`src/rtl/battle_board.sv`:
```
// battle_board: ship-map loader plus a fire/response game controller.
// Build option: define BATTLE_BOARD_REPEAT_PENALTY_EN to charge one turn for
// firing again at an in-range cell that has already been resolved.
//
//   state | meaning
//   LOAD  | ship map writable, waiting for start with at least one ship
//   PLAY  | fires accepted, one response per fire on the following cycle
//   WON   | every ship sunk; terminal until reset
//   LOST  | turns exhausted with ships remaining; terminal until reset
module battle_board #(
   parameter int ROWS      = 10,
   parameter int COLS      = 10,
   parameter int NUM_SHIPS = 5,
   parameter int MAX_TURNS = 15
) (
   input  logic                     clk,
   input  logic                     reset,
   input  logic                     load_we_i,
   input  logic [3:0]               load_row_i,
   input  logic [3:0]               load_col_i,
   input  logic [2:0]               load_id_i,
   input  logic                     start_i,
   input  logic                     fire_valid_i,
   input  logic [3:0]               fire_row_i,
   input  logic [3:0]               fire_col_i,
   output logic                     fire_ready_o,
   output logic                     rsp_valid_o,
   output logic [1:0]               rsp_code_o,
   output logic [2:0]               rsp_ship_o,
   output logic [2*ROWS*COLS-1:0]   cell_status_flat_o,
   output logic [4:0]               turns_left_o,
   output logic [2:0]               ships_left_o,
   output logic [1:0]               state_o
);
   localparam int CELLS = ROWS * COLS;
   localparam int IW    = (CELLS > 1) ? $clog2(CELLS) : 1;

   localparam logic [1:0] S_LOAD = 2'd0;
   localparam logic [1:0] S_PLAY = 2'd1;
   localparam logic [1:0] S_WON  = 2'd2;
   localparam logic [1:0] S_LOST = 2'd3;

   localparam logic [1:0] ST_UNK  = 2'd0;
   localparam logic [1:0] ST_MISS = 2'd1;
   localparam logic [1:0] ST_HIT  = 2'd2;
   localparam logic [1:0] ST_SUNK = 2'd3;

   logic [2:0] map_q    [CELLS];
   logic [1:0] status_q [CELLS];
   logic [8:0] len_q    [8];
   logic [8:0] hits_q   [8];
   logic [1:0] state_q;
   logic [4:0] turns_q;
   logic [2:0] ships_q;
   logic       rsp_valid_q;
   logic [1:0] rsp_code_q;
   logic [2:0] rsp_ship_q;

   logic [IW-1:0] ld_idx, fr_idx;
   logic          ld_in, load_ok;
   logic          fire_acc, fr_in, fr_fresh, fr_miss, fr_hit, fr_sunk;
   logic [2:0]    fr_id;
   logic [2:0]    ship_cnt;
   logic [1:0]    rsp_code_d;
   logic [2:0]    rsp_ship_d;
`ifdef BATTLE_BOARD_REPEAT_PENALTY_EN
   logic          fr_repeat;
`endif

   assign ld_idx  = IW'(int'(load_row_i) * COLS + int'(load_col_i));
   assign ld_in   = ({1'b0, load_row_i} < 5'(ROWS)) && ({1'b0, load_col_i} < 5'(COLS));
   // First nonzero write to a cell owns it; zero and unused IDs never land.
   assign load_ok = (state_q == S_LOAD) && load_we_i && ld_in && (load_id_i != 3'd0)
                    && (load_id_i <= 3'(NUM_SHIPS)) && (map_q[ld_idx] == 3'd0);

   assign fr_idx   = IW'(int'(fire_row_i) * COLS + int'(fire_col_i));
   assign fr_in    = ({1'b0, fire_row_i} < 5'(ROWS)) && ({1'b0, fire_col_i} < 5'(COLS));
   assign fire_acc = fire_valid_i && (state_q == S_PLAY);
   assign fr_id    = map_q[fr_idx];
   assign fr_fresh = fr_in && (status_q[fr_idx] == ST_UNK);
   assign fr_miss  = fr_fresh && (fr_id == 3'd0);
   assign fr_hit   = fr_fresh && (fr_id != 3'd0);
   assign fr_sunk  = fr_hit && ((hits_q[fr_id] + 9'd1) == len_q[fr_id]);
`ifdef BATTLE_BOARD_REPEAT_PENALTY_EN
   assign fr_repeat = fr_in && !fr_fresh;
`endif

   // Ships present at start, including a write landing in the same cycle.
   always_comb begin
      ship_cnt = 3'd0;
      for (int k = 1; k <= NUM_SHIPS; k++) begin
         if ((len_q[k] != 9'd0) || (load_ok && (load_id_i == 3'(k))))
            ship_cnt = ship_cnt + 3'd1;
      end
   end

   // Response encoding for the fire being accepted this cycle.
   always_comb begin
      rsp_code_d = 2'b00;
      rsp_ship_d = 3'd0;
      if (fire_acc) begin
         if (fr_miss) begin
            rsp_code_d = 2'b01;
         end else if (fr_hit) begin
            rsp_code_d = fr_sunk ? 2'b11 : 2'b10;
            rsp_ship_d = fr_id;
         end
      end
   end

   // Board state, counters, FSM and registered response.
   always_ff @(posedge clk) begin
      if (reset) begin
         state_q     <= S_LOAD;
         turns_q     <= 5'(MAX_TURNS);
         ships_q     <= 3'd0;
         rsp_valid_q <= 1'b0;
         rsp_code_q  <= 2'b00;
         rsp_ship_q  <= 3'd0;
         for (int i = 0; i < CELLS; i++) begin
            map_q[i]    <= 3'd0;
            status_q[i] <= ST_UNK;
         end
         for (int k = 0; k < 8; k++) begin
            len_q[k]  <= 9'd0;
            hits_q[k] <= 9'd0;
         end
      end else begin
         rsp_valid_q <= fire_acc;
         rsp_code_q  <= rsp_code_d;
         rsp_ship_q  <= rsp_ship_d;
         case (state_q)
            S_LOAD: begin
               if (load_ok) begin
                  map_q[ld_idx]    <= load_id_i;
                  len_q[load_id_i] <= len_q[load_id_i] + 9'd1;
               end
               if (start_i && (ship_cnt != 3'd0)) begin
                  ships_q <= ship_cnt;
                  state_q <= S_PLAY;
               end
            end
            S_PLAY: begin
               if (fire_acc) begin
                  if (fr_miss) begin
                     status_q[fr_idx] <= ST_MISS;
                     turns_q          <= turns_q - 5'd1;
                     if (turns_q == 5'd1)
                        state_q <= S_LOST;
                  end else if (fr_hit) begin
                     status_q[fr_idx] <= ST_HIT;
                     hits_q[fr_id]    <= hits_q[fr_id] + 9'd1;
                     if (fr_sunk) begin
                        for (int i = 0; i < CELLS; i++) begin
                           if (map_q[i] == fr_id)
                              status_q[i] <= ST_SUNK;
                        end
                        ships_q <= ships_q - 3'd1;
                        if (ships_q == 3'd1)
                           state_q <= S_WON;
                     end
`ifdef BATTLE_BOARD_REPEAT_PENALTY_EN
                  end else if (fr_repeat) begin
                     turns_q <= turns_q - 5'd1;
                     if (turns_q == 5'd1)
                        state_q <= S_LOST;
`endif
                  end
               end
            end
            default: ;
         endcase
      end
   end

   for (genvar i = 0; i < CELLS; i++) begin : g_flat
      assign cell_status_flat_o[2*i +: 2] = status_q[i];
   end

   assign fire_ready_o = (state_q == S_PLAY);
   assign rsp_valid_o  = rsp_valid_q;
   assign rsp_code_o   = rsp_code_q;
   assign rsp_ship_o   = rsp_ship_q;
   assign turns_left_o = turns_q;
   assign ships_left_o = ships_q;
   assign state_o      = state_q;
endmodule
```
`config.mk`:
```
export PLATFORM = sky130hd
export DESIGN_NAME = battle_board
export DESIGN_NICKNAME = d
export VERILOG_FILES = /design/src/rtl/battle_board.sv
export SDC_FILE = /design/constraint.sdc
export NUM_CORES = 2
export LEC_CHECK = 0
export CORE_UTILIZATION = 45
export CTS_CLUSTER_DIAMETER = 50
export DETAILED_ROUTE_END_ITERATION = 16
export PLACE_DENSITY = 0.64
export SYNTH_ARGS = -nofsm -noshare
export SYNTH_HDL_FRONTEND = slang
export SYNTH_SLANG_ARGS = --single-unit
```
`constraint.sdc`:
```
create_clock -name clk -period 18 [get_ports clk]
set_clock_uncertainty 0.15 [all_clocks]
set_input_delay 2.7 -clock clk [delete_from_list [all_inputs] [get_ports clk]]
set_output_delay 2.7 -clock clk [all_outputs]
set_load 0.05 [all_outputs]
```
==> results.yml <==
placed_design:
  place_hpwl_mm: 120
  dp.cells: 5529
  finalWeightedCongestion: 0.980
  placed_cell_area_sq_mm: 0.0489
  pre_cts_ws_ns: 4.77
  port_buffers: 240
synth:
  synth_top_area_frac: 0.518
  yosysUniqueCellTypes: 82
  synth_seq_cells: 800
  synth_common_cells: "edfxtp_1, nor2_1, nand2_1"
  seq_area_frac_synth: 0.526
  synth_most_common_cell: "edfxtp_1"
  ys_warn_count: 0
  syn_area_sq_mm: 0.0454
  synth_top_flop_cell: "edfxtp_1"
  synthCells: 4189
  synth_edf_count: 784
  syn_avg_cell_area_sq_um: 10.8
  synth.area.top_cells: "edfxtp_1, mux4_2, nor2_1, xnor2_1, nand2_1"
  synth_area_leader_cell: "edfxtp_1"
  async_flop_share: 0
hold_path:
  hold_end: "turns_left_o[1]"
  hold_path_class: "reg2reg"
  min_from: "turns_left_o[1]"
  hold_depth: 2
route:
  ant_nets: 0
  drtIter0Drc: 6222
  route.vias.total: 38216
  viasPerCell: 6.69
  firstDrtPassIters: 9
  wl_mm: 174
  post_drt_wl_per_cell_microns: 30.4
  drc_errors: 0
sta:
  fin_tns_setup_ns: 0
  worst_slew_pin_slew_ns: 1.36
  setup_viol: 0
  drv_slew: 0
  fmax_mhz: 77.4
  setup_ws_ns: 5.09
  fin_crit_ns: 12.91
  rsz0062_at_grt: "no"
  fin_crit_sh: 0.717
  timing.slew.headroom: 0.0902
  hold_viol: 0
setup_path:
  cp.arrival_ns: 13.14
  end_kind: "flip-flop"
  cp_slowest_cell: "buf_4"
  r2r-start: "map_q[37][0]"
  path_max_fanout: 119
  crit_type: "in2reg"
  timing.critical_path.mode_cell: "buf_4"
  r2r_setup_slack_ns: 8.83
  r2r.worst_path.cells: 21
  crit_path_start_kind: "primary input"
  r2r-end: "status_q[46][1]"
  critPathMaxStageDelay_ns: 1.02
  cp.required_ns: 18.22
clock_tree:
  clock_latency_ns: 0.69
  htreeDepth: 3
  clkTransAtPathRegs_ns: 0.06
  cts_setup_buffers: 0
  ctsHoldBuffers: 0
  cts_tree: "yes"
  cts_sinks: 800
  cts_resized: 0
  cts_made_buffers: 97
  cts_buffer_depth: 3
  cts-root-buf: "clkbuf_16"
die:
  io_pins: 241
  core-area_sq_mm: 0.100
  die_area_sq_mm: 0.102
  initial_core_util: 0.454
  rows: 116
  die_h_microns: 320
  fp.dieW_microns: 320
global_routing:
  overflow: 0
  grtUsageTotal: 0.332
  grt_pass1_wl_mm: 250
  antenna_found_initial: 3
  grt_max_degree: 120
  grt_pass1_vias: 36051
power:
  cellLeakagePower_nw: 17.5
  irDropWorstVdd_mv: 0.0975
  powerDensity_mw_per_mm2: 123
layout:
  design_area_sq_mm: 0.0521
  drive_gt1_frac: 0.0959
  synthToLayoutAreaGrowth_pct: 14.7
  final_cells: 5709
  final_nets: 4381
job:
  max_cap_violations: 0
status:
  status: "finished clean"
==> placed cells by master (no fill, tap or decap), types with 50 or more instances in the layout <==
| cell type | count |
|---|---|
| edfxtp_1 | 784 |
| nor3_1 | 203 |
| clkbuf_16 | 99 |
| xnor2_1 | 215 |
| nand3_1 | 78 |
| mux4_2 | 117 |
| o31ai_1 | 155 |
| mux2i_1 | 141 |
| buf_4 | 95 |
| clkdlybuf4s50_1 | 234 |
| nand2_1 | 507 |
| nand4_1 | 50 |
| nor2_1 | 650 |
| xor2_1 | 126 |
| o21ai_0 | 71 |
| a21oi_1 | 175 |
==> cells by family (layout without fill, tap and decap cells) <==
group | count (synthesis) | after routing | share of synthesized area
simple gates | 1618 | 1618 | 0.153
flops | 800 | 800 | 0.526
compound gates | 768 | 768 | 0.118
buf+inv | 359 | 545 | 0.0360
xor+xnor | 348 | 348 | 0.0680
mux | 268 | 268 | 0.0918
fa+ha+maj | 27 | 27 | 0.00810
other cells | 1 | 37 | 0.0000826
==> flip-flops by register name, summed over array words and instances, names as in the netlist <==
signal,flops
rsp_ship_o,3
status_q,256
len_q,72
ships_left_o,3
rsp_code_o,2
rsp_valid_o,1
state_o,2
turns_left_o,5
map_q,384
hits_q,72
==> metal layers <==
metal,up-vias,track usage,wire length [microns]
li1,15961,-,-
met1,18549,0.433,63700
met2,3075,0.511,76600
met3,629,0.0871,22900
met4,2,0.168,10300
met5,-,0,14
==> cell type report <==
cell class	count	area (sq um)
diodes	1	2.50
clock inverters	61	607
multi-input cells	3065	20200
flip-flops and latches	800	23900
fillers	8719	47900
well taps	1298	1620
inverters	30	118
repair buffers	336	3130
clock buffers	118	2590
==> power breakdown <==
part	switching, W	internal [W]	leakage [nW]
clock network	0.000822	0.00114	1.54
registers	0.0000580	0.00211	8.02
logic	0.00157	0.000721	7.90
==> how the worst max path moves through the flow <==
stage,to,from,slack [ns]
6_report,status_q[46][1],fire_row_i[0],5.09
5_1_grt,status_q[53][0],fire_row_i[0],4.85
4_1_cts,status_q[41][0],fire_row_i[0],5.48
3_5_place_dp,status_q[41][1],fire_row_i[0],4.77
3_3_place_gp,status_q[45][0],fire_row_i[0],4.88
2_1_floorplan,status_q[56][0],fire_row_i[0],9.12
==> critical path: cells and delay by family <==
family / cells / cell delay, ns
adders and majority gates: 2 / 0.62
buffers and inverters: 8 / 3.80
muxes: 2 / 1.18
and+or+nand+nor: 5 / 2.22
xor gates and xnor gates: 1 / 0.37
AOI/OAI and AO/OA: 7 / 1.69
==> per-stage QoR <==
stage / hold WS (ns) / utilization / total power (W)
2_1_floorplan: 0.573 / - / 0.00372
3_3_place_gp: 0.366 / 0.489 / 0.00438
3_5_place_dp: 0.361 / 0.489 / 0.00440
4_1_cts: 0.370 / 0.521 / 0.00633
5_1_grt: 0.425 / 0.521 / 0.00657
6_report: 0.370 / 0.521 / 0.00641
Power figures use the tool's default switching activity.
